## src/rtl/program_counter_if.sv

```systemverilog
// Instruction-fetch control and address bundle between the control FSM and the program counter.
// The control side drives the strobes and load value; the counter drives the address back.
interface program_counter_if #(
  parameter int ADDR_WIDTH = 6,
  parameter int DATA_WIDTH = 32
);
  logic                  en;
  logic                  w_en;
  logic                  complete;
  logic                  inc;
  logic [DATA_WIDTH-1:0] data_in;
  logic [ADDR_WIDTH-1:0] instruction_address;

  modport master (
    output en,
    output w_en,
    output complete,
    output inc,
    output data_in,
    input  instruction_address
  );

  modport slave (
    input  en,
    input  w_en,
    input  complete,
    input  inc,
    input  data_in,
    output instruction_address
  );
endinterface

```

## src/rtl/program_counter.sv

```systemverilog
// Instruction-address program counter: absolute load, +1 increment, freeze on program complete.
// Latency 1 cycle from sampled w_en/inc to address; no backpressure, en=0 or complete=1 simply hold.
module program_counter #(
  parameter int ADDR_WIDTH = 6,
  parameter int DATA_WIDTH = 32,
  parameter int RESET_ADDR = 0
) (
  input logic             clk,
  input logic             rst_n,
  program_counter_if.slave pc_if
);

  localparam logic [ADDR_WIDTH-1:0] RESET_VAL = ADDR_WIDTH'(RESET_ADDR);

  logic [ADDR_WIDTH-1:0] addr_q;
  logic [ADDR_WIDTH-1:0] addr_d;

  // complete outranks both load and increment; load outranks increment
  always_comb begin
    addr_d = addr_q;
    if (pc_if.en && !pc_if.complete) begin
      if (pc_if.w_en) begin
        addr_d = pc_if.data_in[ADDR_WIDTH-1:0];
      end else if (pc_if.inc) begin
        addr_d = addr_q + ADDR_WIDTH'(1);
      end
    end
  end

  always_ff @(posedge clk or negedge rst_n) begin
    if (!rst_n) begin
      addr_q <= RESET_VAL;
    end else begin
      addr_q <= addr_d;
    end
  end

  assign pc_if.instruction_address = addr_q;

  // Upper load bits are architecturally ignored.
  generate
    if (DATA_WIDTH > ADDR_WIDTH) begin : g_unused_upper
      logic unused_data_upper;
      assign unused_data_upper = ^pc_if.data_in[DATA_WIDTH-1:ADDR_WIDTH];
    end
  endgenerate

endmodule

```

## src/flat_wrapper.sv

```systemverilog
// flat-port wrapper written by rule: the top's interface ports become plain ports
module program_counter_flat 
#(
  parameter int ADDR_WIDTH = 6,
  parameter int DATA_WIDTH = 32,
  parameter int RESET_ADDR = 0
)
  (clk, rst_n, pc_if_en, pc_if_w_en, pc_if_complete, pc_if_inc, pc_if_data_in, pc_if_instruction_address);
  program_counter_if #(.ADDR_WIDTH(ADDR_WIDTH), .DATA_WIDTH(DATA_WIDTH)) pc_if_i ();
  input logic clk;
  input logic rst_n;
  input wire logic [$bits(pc_if_i.en)-1:0] pc_if_en;
  input wire logic [$bits(pc_if_i.w_en)-1:0] pc_if_w_en;
  input wire logic [$bits(pc_if_i.complete)-1:0] pc_if_complete;
  input wire logic [$bits(pc_if_i.inc)-1:0] pc_if_inc;
  input wire logic [$bits(pc_if_i.data_in)-1:0] pc_if_data_in;
  output wire logic [$bits(pc_if_i.instruction_address)-1:0] pc_if_instruction_address;
  assign pc_if_i.en = pc_if_en;
  assign pc_if_i.w_en = pc_if_w_en;
  assign pc_if_i.complete = pc_if_complete;
  assign pc_if_i.inc = pc_if_inc;
  assign pc_if_i.data_in = pc_if_data_in;
  assign pc_if_instruction_address = pc_if_i.instruction_address;
  program_counter #(.ADDR_WIDTH(ADDR_WIDTH), .DATA_WIDTH(DATA_WIDTH), .RESET_ADDR(RESET_ADDR)) u_core (.clk(clk), .rst_n(rst_n), .pc_if(pc_if_i));
endmodule
```

## config.mk

```make
export PLATFORM = sky130hd
export DESIGN_NAME = program_counter_flat
export DESIGN_NICKNAME = d
export VERILOG_FILES = /design/src/rtl/program_counter_if.sv /design/src/rtl/program_counter.sv /design/src/flat_wrapper.sv
export SDC_FILE = /design/constraint.sdc
export NUM_CORES = 1
export LEC_CHECK = 0
export ABC_AREA = 1
export BUFFER_PORTS_ARGS = -buffer_cell sky130_fd_sc_hd__buf_2
export CORE_AREA = 2 2 39 41
export DETAILED_ROUTE_END_ITERATION = 10
export DIE_AREA = 0 0 41 43
export PLACE_DENSITY_LB_ADDON = 0.3
export SETUP_SLACK_MARGIN = 0.5
export SLEW_MARGIN = 20
export SYNTH_ARGS = -nofsm -noshare
export SYNTH_HDL_FRONTEND = slang
export SYNTH_SLANG_ARGS = --single-unit
```

## constraint.sdc

```tcl
create_clock -name clk -period 1.28 [get_ports clk]
set_input_delay 0.128 -clock clk [delete_from_list [all_inputs] [get_ports clk]]
set_output_delay 0.128 -clock clk [all_outputs]
set_load 0.02 [all_outputs]
```

Word level (Yosys, flattened, before mapping)
Cells that the tools add are included.
{"block": "classes", "n_addsub": 1, "n_mul": 0, "div": 0, "order_cmp": 0, "n_eq_ne": 0, "n_shift": 0, "mux": 2, "bitwise_logic": 0, "n_reduce_logical": 4}
{"operator": "two-way mux 6 bit", "count": 2}
{"operator": "adder 6 x 1 -> 6 bit, second input constant", "count": 1}
{"operator": "AND reduction 2 bit", "count": 1}
{"operator": "nonzero test 2 bit", "count": 1}
{"operator": "logical AND 1 bit", "count": 1}
{"operator": "logical NOT 1 bit", "count": 1}
{"block": "totals", "register_bits": 6, "latch_bits": 0, "ram_bits": 0, "romBits": 0, "inputBits": 38, "out_inout_bits": 6, "elab_cells": 8, "memories": 0}

Longest topological paths before layout
Gate-level depths: netlist of the first run.
{"block": "depth", "ltp_word": 3, "depth_mapped": 8}

Least setup slack after synthesis of the first run
No wires, ideal clock.
{"block": "synth_timing", "kind": "register -> register", "start": "register u_core.addr_q[0], in the netlist u_core.pc_if.instruction_address[0]", "end": "register u_core.addr_q[4], in the netlist u_core.pc_if.instruction_address[4]", "arrival_ns": 1.084, "required_time_ns": 1.164, "setup_slack_ns": 0.079, "stages_incl_launch_ff": 7, "n_path_buf": 0, "synth_period_minus_slack_ns": 1.201, "cell_sequence": "dfrtp_1 ha_1 nand3_1 xor2_1 nand2_1 nand2_1 nand2_1"}
{"block": "synth_via", "elab_chain_len": 3}
{"item": "start, declared", "line": "program_counter.sv:15", "source": "logic [ADDR_WIDTH-1:0] addr_q;"}
{"item": "start signal, assigned", "line": "program_counter.sv:34", "source": "addr_q <= addr_d;"}
{"item": "adder 6 x 1 -> 6 bit", "line": "program_counter.sv:25", "source": "addr_d = addr_q + ADDR_WIDTH'(1);"}
{"item": "two-way mux 6 bit", "line": "program_counter.sv:24", "source": "end else if (pc_if.inc) begin"}
{"item": "two-way mux 6 bit", "line": "program_counter.sv:22", "source": "if (pc_if.w_en) begin"}
Every way passes these cells. The select of a mux whose other input is x is not followed.
A chain may end at the register's enable or synchronous reset.

Worst setup path after layout of the first run
Same ends and word-level chain as after synthesis.

==> qor.csv, run 1 <==
stage,metric,value,unit
status,status,"complete, no violations",
floorplanning,Starting Density,29.4,%
timing,fin. max-slew vios,0,
detailed_routing,via count,451,
place,DP HPWL,690,um
timing,measured slew at the worst slew-check pin,0.265,ns
synth,Netlist cell types,14,
critical_path,CP arrival,1.24,ns
synth,post-synth top area share,36.9,%
layout,post-route cell area,652,sq um
timing,Achievable Freq,907,MHz
critical_path,Critical Path RT,1.42,ns
synth,top cell type by total area after synthesis,dfrtp_1,
layout,n_diodes,0,
global_route,number of global-route vias before repair,398,
synth,Yosys reg bits,6,
timing,setup_tns,0,ns
global_route,gr ovfl total,0,
power,LEAKAGE,0.344,nW
detailed_routing,ANT nets after route,0,
cts,maximum root-to-sink buffer count,2,
critical_path,Critical Path Fanout Max,3,
critical_path,Buffers & Inverters on Critical Path,0,
layout,share of layout cells above drive strength 1,41.2,%
floorplanning,Std-Cell Rows,14,
timing,final setup violation count,0,
synth,Mapped Area,407,sq um
global_route,gr usage total,13.6,%
critical_path,"most used cell, CP",nand2_1,
detailed_routing,drt first pass iters,4,
layout,Largest register FFs,6,
floorplanning,I/O pins,44,
power,total power,0.871,mW
place,placed instance area,523,sq um
place,placed insts,91,
layout,Nets,125,
detailed_routing,DRT iter0 DRCs,4,
synth,Post-synth EDFFs,0,
place,I/O Buffers,17,
critical_path,critical path's top delay family,flip-flops,
synth,Synth Flop Type,dfrtp_1,
synth,"Seq/Total Area, Yosys",36.9,%
timing,Final Skew,0.00290,ns
critical_path,crit path kind,flip-flop to flip-flop,
global_route,first-pass GRT wire length,1570,um
timing,max_slew headroom,82.3,%
synth,asr flop ratio synth,100,%
cts,clk_lat worst skew,0.25,ns
synth,synthesized instance count,59,
cts,Root Buffer,clkbuf_4,
floorplanning,width of the die,41,um
cts,CTS tree,yes,
critical_path,Worst Setup End Kind,flip-flop,
place,RePlAce Congestion,0.742,
worst_hold_path,HP Class,input pin to flip-flop,
timing,min Tclk post-route,1.10,ns
detailed_routing,drt via density,4.47,
timing,"Hold Violations, Final",0,
cts,CTS clock-pin slew for the worst setup and hold paths,0.05,ns
layout,Area Overhead vs Synth,60.3,%
synth,most common cell in the netlist,nand2_1,
timing,RSZ-0062 raised after global routing,true,
global_route,initial antenna violation count,0,
synth,Mean Syn Cell Area,6.89,sq um
critical_path,max incr delay on CP,0.44,ns
cts,Num CTS Buffers,3,
critical_path,critical path's slowest cell,dfrtp_2,
power,Power per Cell Area,1340,nW/um^2
detailed_routing,DRC,0,
synth,Synth Net Count,98,
cts,H-Tree Depth,1,
synth,Post-synth top cells,"nand2_1, nor2_1, inv_1",
layout,fin cells,101,
critical_path,CP cell instances,"ha_4, nand3_2, xor2_1, nand2_1, nand2_1, nand2_1",
synth,Yosys Warn Count,0,
cts,# clock sinks,6,
global_route,largest net degree at the start of global routing,10,
floorplanning,Core Region,1380,sq um
detailed_routing,final wirelength,958,um
floorplanning,Die ar.,1760,sq um
critical_path,crit start category,flip-flop,
detailed_routing,wire per inst,9.49,um
power,peak supply drop,0.000414,V
job,Max-Cap Viols,0,
floorplanning,Die Ht,43,um
synth,top post-synthesis cells by area,"dfrtp_1, nand2_1, nor2_1",
timing,post-route clock period utilization,86.2,%
## final timing paths
kind | start | endpoint | slack [ns] | cells past startpoint
max | u_core.pc_if.instruction_address[0] | u_core.pc_if.instruction_address[4] | 0.18 | 6
max in group asynchronous | rst_n | u_core.pc_if.instruction_address[2] | 0.88 | 2
min | pc_if_data_in[3] | u_core.pc_if.instruction_address[3] | 0.18 | 5
max reg2reg | u_core.pc_if.instruction_address[0] | u_core.pc_if.instruction_address[4] | 0.18 | 6
min in group asynchronous | rst_n | u_core.pc_if.instruction_address[1] | 0.23 | 2
min reg2reg | u_core.pc_if.instruction_address[5] | u_core.pc_if.instruction_address[5] | 0.53 | 2
## logic make-up (layout without fill, tap and decap cells)
kind of cell             after synthesis  count (layout)  share of synthesized area (%)
AND/OR/NAND/NOR                       34              34                           32.9
AO/OA/AOI/OAI                          7               7                           12.6
adder cells (fa/ha/maj)                1               1                           3.08
buffers and inverters                  9              35                           10.2
flip-flops                             6               6                           36.9
XOR/XNOR                               2               2                           4.31
## per-stage QoR
step                      hold slack, ns  utilization (%)  setup slack, ns
after CTS                          0.175             45.8            0.167
final                              0.179             47.1            0.177
after global placement           -0.0371             37.8            0.202
after floorplan                   -0.168                -            0.176
after global routing               0.198             47.1           0.0849
after detailed placement         -0.0381             37.8            0.175
## area by class of cell
class / count / area, sq um
fillers: 148 / 732
multi-input cells: 44 / 249
repair buffers: 23 / 171
flip-flops and latches: 6 / 155
inverters: 8 / 30.0
clock buffers: 4 / 26.3
well taps: 16 / 20.0
## worst reg2reg max path, stage by stage (launching register included)
cell     delay (ns)
dfrtp_2        0.44
ha_4           0.18
nand3_2        0.07
xor2_1         0.14
nand2_1        0.06
nand2_1        0.06
nand2_1        0.05
## layer usage
layer | vias up | part of all wire (%) | track usage (%)
li1 | 236 | - | -
met1 | 201 | 42 | 15.3
met2 | 12 | 49 | 20.0
met3 | 2 | 7.6 | 6.28
met4 | 0 | 0.73 | 8.00
met5 | - | 0 | 0
## what timing repair did
item,CTS,global route
pin swaps,2,4
endpoints found under the setup margin,12,12
buffers inserted,4,1
hold endpoints to repair,6,0
hold buffers,1,0
resized for setup,16,2
## power by group
| group | internal, mW | switching [mW] | leakage (nW) |
|---|---|---|---|
| Combinational | 0.195 | 0.176 | 0.260 |
| Clock | 0.119 | 0.0819 | 0.0150 |
| Sequential | 0.236 | 0.0632 | 0.0687 |
| Total | 0.550 | 0.321 | 0.344 |
## placed cells by master (no fill, tap or decap), drive strengths merged
master,n
xor2,2
nor2,10
o31ai,1
ha,1
inv,8
dfrtp,6
nand2,19
o21bai,1
dlygate4sd3,1
o21ai,5
nand3,5
clkbuf,4
buf,22
Note: power is estimated with default switching activity, not from simulation.
==> run 2, diff against run 1 <==
Settings changed: ABC_AREA 1 to unset, CORE_AREA 2 2 39 41 to unset, CORE_MARGIN set to 2, CORE_UTILIZATION set to 33, DIE_AREA 0 0 41 43 to unset.
==> run 2 against run 1 <==
Compared with the run above:
- clock power shrank 15%
- largest power group unchanged
- die area fell by 9.2%
- sequential power is 9.7% higher
- register-to-register slack got worse by 0.18 ns
- count of clock-buffer cells in the layout is 1 lower
- core utilization grew 17 points
- hold slack improved by 0.012 ns
==> qor.csv, run 2 <==
stage,metric,value,unit,change
status,status,"complete, no violations",,
floorplanning,width of the die,40.0,um,-2.4%
timing,final setup violation count,0,,unchanged
detailed_routing,final wirelength,1160,um,+21%
detailed_routing,drt via density,5.13,,+15%
place,DP HPWL,756,um,+9.6%
detailed_routing,ANT nets after route,0,,unchanged
cts,Num CTS Buffers,3,,unchanged
critical_path,"most used cell, CP",mux2_4,,
timing,fin. max-slew vios,0,,unchanged
power,peak supply drop,0.00108,V,+160%
layout,fill count,91,,-39%
critical_path,crit start category,flip-flop,,
synth,Netlist cell types,24,,+10
synth,post-synth top area share,35.1,%,-1.8 points
worst_hold_path,HP Class,input pin to flip-flop,,
synth,top cell type by total area after synthesis,dfrtp_1,,
timing,RSZ-0062 raised after global routing,true,,
synth,asr flop ratio synth,100,%,unchanged
critical_path,Buffers & Inverters on Critical Path,0,,unchanged
cts,CTS tree,yes,,
job,Max-Cap Viols,0,,unchanged
synth,Yosys Warn Count,0,,unchanged
timing,max_slew headroom,84.7,%,+2.4 points
synth,most common cell in the netlist,dfrtp_1,,
timing,Hold WS,0.190,ns,+0.0117 ns
floorplanning,Die ar.,1600,sq um,-9.2%
place,I/O Buffers,17,,unchanged
synth,Synth Net Count,82,,-16%
global_route,gr ovfl total,0,,unchanged
layout,Area Overhead vs Synth,71.9,%,
power,Power per Cell Area,1530,nW/um^2,+14%
critical_path,flop2flop setup slack,0.0004,ns,-0.18 ns
synth,Post-synth EDFFs,0,,unchanged
critical_path,max incr delay on CP,0.42,ns,-0.02 ns
floorplanning,Starting Density,37.0,%,+7.6 points
timing,measured slew at the worst slew-check pin,0.228,ns,-0.0366 ns
layout,Nets,111,,-11%
cts,H-Tree Depth,1,,unchanged
synth,Mean Syn Cell Area,9.95,sq um,+44%
synth,Post-synth top cells,"dfrtp_1, nand3_1, o22ai_1",,
global_route,largest net degree at the start of global routing,11,,+1
global_route,initial antenna violation count,0,,unchanged
timing,min Tclk post-route,1.28,ns,+0.176 ns
layout,share of layout cells above drive strength 1,71.4,%,+30 points
place,RePlAce Congestion,0.682,,-8.1%
detailed_routing,wire per inst,13.8,um,+45%
place,pre-CTS setup slack,0.00904,ns,-0.166 ns
critical_path,Worst Setup End Kind,flip-flop,,
timing,post-route clock period utilization,100,%,+14 points
synth,Yosys reg bits,6,,unchanged
floorplanning,Std-Cell Rows,12,,-2
floorplanning,Die Ht,40.0,um,-7.0%
synth,synthesized instance count,43,,-27%
layout,n_diodes,0,,unchanged
timing,Achievable Freq,782,MHz,-14%
layout,"commonest cells after routing, fill and taps aside","buf_2, buf_6, dfrtp_2",,
critical_path,CP arrival,1.40,ns,+0.16 ns
synth,"Seq/Total Area, Yosys",35.1,%,-1.8 points
cts,maximum root-to-sink buffer count,2,,unchanged
floorplanning,I/O pins,44,,unchanged
critical_path,critical path's top delay family,multiplexers,,
detailed_routing,DRC,0,,unchanged
power,total power,1.12,mW,+29%
cts,CTS clock-pin slew for the worst setup and hold paths,0.05,ns,about the same
critical_path,CP cell instances,"ha_4, mux2_4, mux2_4",,
global_route,first-pass GRT wire length,1880,um,+20%
critical_path,Critical Path Fanout Max,2,,-1
detailed_routing,drt first pass iters,4,,unchanged
timing,Final Skew,0.00572,ns,+0.00282 ns
critical_path,critical path's slowest cell,dfrtp_2,,
synth,Mapped Area,428,sq um,+5.2%
critical_path,crit path kind,flip-flop to flip-flop,,
timing,worst setup margin,0.000437,ns,-0.176 ns
floorplanning,Core Region,1160,sq um,-16%
synth,Synth Flop Type,dfrtp_1,,
global_route,number of global-route vias before repair,421,,+5.8%
worst_hold_path,worst hold start,pc_if_data_in[2],,
cts,# clock sinks,6,,unchanged
power,LEAKAGE,0.305,nW,-11%
critical_path,RR Startpoint,u_core.pc_if.instruction_address[1],,
cts,clk_lat worst skew,0.24,ns,about the same
layout,"most common cell after layout, fill and taps aside",buf_2,,
synth,top post-synthesis cells by area,"dfrtp_1, mux2_4, o22ai_1",,
detailed_routing,DRT iter0 DRCs,4,,unchanged
detailed_routing,via count,431,,-4.4%
global_route,gr usage total,18.2,%,+4.6 points
critical_path,Critical Path RT,1.40,ns,-0.02 ns
critical_path,CP startpoint,u_core.pc_if.instruction_address[1],,
timing,"Hold Violations, Final",0,,unchanged
layout,Largest register FFs,6,,unchanged
cts,Root Buffer,clkbuf_4,,
==> run 2: routing by layer <==
| layer | track usage (%) | wire (um) | vias to the layer above |
|---|---|---|---|
| met4 | 2.59 | 0 | 0 |
| li1 | - | - | 219 |
| met3 | 7.22 | 64 | 0 |
| met2 | 33.5 | 626 | 17 |
| met5 | 0 | 0 | - |
| met1 | 19.7 | 465 | 195 |
==> run 2: what timing repair did <==
item,4_1_cts,5_1_grt
pin swaps,1,6
hold buffers,1,0
setup endpoints to repair,12,12
resized for setup,15,12
setup buffers,3,2
endpoints found under the hold margin,6,0
==> run 2: area by class of cell <==
class | instances | area, sq um | area share [%]
Sequential cell | 6 | 158 | 21.4
Clock buffer | 3 | 22.5 | 3.06
Tap cell | 14 | 17.5 | 2.38
Timing Repair Buffer | 25 | 200 | 27.2
Multi-Input combinational cell | 34 | 330 | 44.9
Inverter | 2 | 7.51 | 1.02
==> run 2: worst paths after layout <==
check,end,depth (start not counted)
worst min register to register,u_core.pc_if.instruction_address[4],1
worst min-delay path,u_core.pc_if.instruction_address[2],3
worst max register to register,u_core.pc_if.instruction_address[1],3
worst max-delay path,u_core.pc_if.instruction_address[1],3
min in group asynchronous,u_core.pc_if.instruction_address[2],2
max in group asynchronous,u_core.pc_if.instruction_address[0],2
==> run 2: kinds of logic (layout without fill, tap and decap cells) <==
kind of cell	count (synthesis)	after routing	share of synthesized area, %
DFF	6	6	35.1
adders and majority gates	1	1	2.92
buffers and inverters	3	30	4.39
and+or+nand+nor	19	19	30.7
muxes	3	3	9.65
AOI/OAI and AO/OA	11	11	17.3
==> run 2: tightest hold or removal path: stages <==
cell and delay [ns]:
buf_2 0.07, o22ai_1 0.07, a21oi_2 0.12
==> run 2: per-stage QoR <==
| stage | setup TNS (ns) | cells | util (%) | instance area, sq um |
|---|---|---|---|---|
| after floorplan | -0.0546 | 43 | - | 458 |
| after global placement | 0 | 75 | 48.8 | 564 |
| after detailed placement | 0 | 75 | 48.8 | 564 |
| after CTS | 0 | 82 | 57.9 | 669 |
| after global routing | -0.0216 | 84 | 63.6 | 736 |
| final | 0 | 84 | 63.6 | 736 |
==> run 2: power breakdown <==
group          switching [mW]  internal, mW  leakage, nW  total, mW
Sequential             0.0784         0.250       0.0660      0.328
Clock                  0.0654         0.106       0.0138      0.171
Combinational           0.264         0.360        0.225      0.624
==> run 3, diff against run 2 <==
Settings changed: CORE_MARGIN 2 to unset.
==> run 3 against run 2 <==
Compared with the run above:
- the run now ends with setup timing left
- global-route usage decreased by 1.8 points
- sequential share of layout area increased by 1.5 points
- count of clock-buffer cells in the layout is the same
- largest cell class unchanged
- largest power group unchanged
- highest routed layer unchanged
==> qor.csv, run 3 (same netlist as run 2, synthesis figures left out) <==
stage,metric,value,unit,change
layout,Area Overhead vs Synth,60.5,%,
status,violated checks,setup timing,,
cts,Root Buffer,clkbuf_4,,
critical_path,Worst Reg-to-Reg Cells,3,,unchanged
timing,Final Skew,0.00143,ns,-0.00430 ns
timing,Hold WS,0.181,ns,-0.00901 ns
detailed_routing,wire per inst,11.9,um,-14%
detailed_routing,DRC,0,,unchanged
critical_path,worst flop-to-flop path endpoint,u_core.pc_if.instruction_address[1],,
timing,final setup violation count,1,,+1
critical_path,flop2flop setup slack,-0.005,ns,about the same
timing,post-route clock period utilization,100,%,+0.43 points
critical_path,Critical Path RT,1.40,ns,about the same
layout,share of layout cells above drive strength 1,65.2,%,-6.2 points
critical_path,Critical Path Fanout Max,2,,unchanged
layout,post-layout util,59.4,%,-4.2 points
cts,CTS tree,yes,,
place,placed instance area,564,sq um,unchanged
detailed_routing,via count,436,,+1.2%
timing,min Tclk post-route,1.29,ns,+0.00545 ns
power,Power per Cell Area,1500,nW/um^2,-1.8%
timing,fin. max-slew vios,0,,unchanged
timing,max_slew headroom,79.1,%,-5.5 points
layout,Nets,110,,-0.90%
detailed_routing,drt first pass iters,2,,-2
critical_path,Worst Setup End Kind,flip-flop,,
global_route,gr usage total,16.4,%,-1.8 points
timing,setup_tns,-0.00501,ns,-0.00501 ns
place,RePlAce Congestion,0.717,,+5.2%
critical_path,CP arrival,1.40,ns,about the same
floorplanning,Die ar.,1440,sq um,-9.7%
critical_path,crit start category,flip-flop,,
floorplanning,Std-Cell Rows,12,,unchanged
detailed_routing,ANT nets after route,0,,unchanged
global_route,first-pass GRT wire length,1590,um,-15%
worst_hold_path,HP Class,input pin to flip-flop,,
cts,Num CTS Buffers,3,,unchanged
layout,fin cells,83,,-1.2%
timing,measured slew at the worst slew-check pin,0.310,ns,+0.0821 ns
detailed_routing,final wirelength,987,um,-15%
global_route,number of global-route vias before repair,396,,-5.9%
job,Max-Cap Viols,0,,unchanged
critical_path,CP startpoint,u_core.pc_if.instruction_address[0],,
floorplanning,Die Ht,38.0,um,-5.0%
layout,Largest register FFs,6,,unchanged
status,status,finished with violations,,
place,pre-CTS setup slack,-0.00884,ns,-0.0179 ns
place,placed insts,75,,unchanged
timing,Achievable Freq,778,MHz,-0.42%
detailed_routing,DRT iter0 DRCs,5,,+1
critical_path,crit path to,u_core.pc_if.instruction_address[1],,
floorplanning,I/O pins,44,,unchanged
floorplanning,Starting Density,37.0,%,unchanged
cts,maximum root-to-sink buffer count,2,,unchanged
layout,post-route cell area,687,sq um,-6.6%
detailed_routing,drt via density,5.25,,+2.4%
place,I/O Buffers,17,,unchanged
global_route,largest net degree at the start of global routing,11,,unchanged
power,peak supply drop,0.00115,V,+5.8%
cts,clk_lat worst skew,0.24,ns,about the same
power,total power,1.03,mW,-8.3%
timing,"Hold Violations, Final",0,,unchanged
layout,fill count,112,,+23%
timing,RSZ-0062 raised after global routing,true,,
floorplanning,Core Region,1160,sq um,unchanged
timing,worst setup margin,-0.00501,ns,-0.00545 ns
critical_path,RR Startpoint,u_core.pc_if.instruction_address[0],,
floorplanning,width of the die,38.0,um,-5.0%
power,LEAKAGE,0.291,nW,-4.7%
cts,CTS clock-pin slew for the worst setup and hold paths,0.04,ns,about the same
global_route,initial antenna violation count,0,,unchanged
place,DP HPWL,778,um,+2.9%
worst_hold_path,Hold Path Cell Cnt,3,,unchanged
cts,H-Tree Depth,1,,unchanged
layout,"most common cell after layout, fill and taps aside",buf_2,,
global_route,gr ovfl total,0,,unchanged
critical_path,crit path kind,flip-flop to flip-flop,,
layout,"commonest cells after routing, fill and taps aside","buf_2, buf_6, dfrtp_2",,
layout,n_diodes,0,,unchanged
cts,# clock sinks,6,,unchanged
-- run 3: worst min-delay path by stage --
stage,startpoint,to,slack [ns]
finish,pc_if_data_in[2],u_core.pc_if.instruction_address[2],0.18
detailed placement,rst_n,u_core.pc_if.instruction_address[5],-0.05
global placement,rst_n,u_core.pc_if.instruction_address[2],-0.05
CTS,pc_if_data_in[2],u_core.pc_if.instruction_address[2],0.18
floorplan,rst_n,u_core.pc_if.instruction_address[0],-0.17
global route,pc_if_data_in[2],u_core.pc_if.instruction_address[2],0.18
-- run 3: power by group --
part | switching, mW | total [mW] | internal, mW
Sequential | 0.0717 | 0.322 | 0.250
Combinational | 0.226 | 0.545 | 0.319
Clock | 0.0586 | 0.164 | 0.105
-- run 3: critical path: stages, from the launching register on --
cell and delay, ns:
dfrtp_2 0.42, ha_4 0.23, mux2_4 0.26, mux2_4 0.26
-- run 3: area by class of cell --
cell class / instances / area, sq um / share of cell area (%)
Inverter: 2 / 7.51 / 1.09
Sequential cell: 6 / 158 / 23.0
Timing Repair Buffer: 24 / 185 / 27.0
Multi-Input combinational cell: 34 / 297 / 43.2
Clock buffer: 3 / 22.5 / 3.28
Tap cell: 14 / 17.5 / 2.55
-- run 3: timing repair --
item,CTS,global route
setup buffers,4,0
pin swaps,1,0
resized for setup,14,3
endpoints found under the hold margin,6,0
hold buffers,1,0
setup endpoints to repair,12,12
-- run 3: routing by layer --
layer  part of all wire [%]  GRT usage [%]  up-vias
li1                       -              -      218
met1                     43           18.5      203
met2                     52           30.2       15
met3                    4.7           5.23        0
met4                      0           2.68        0
met5                      0              0        -
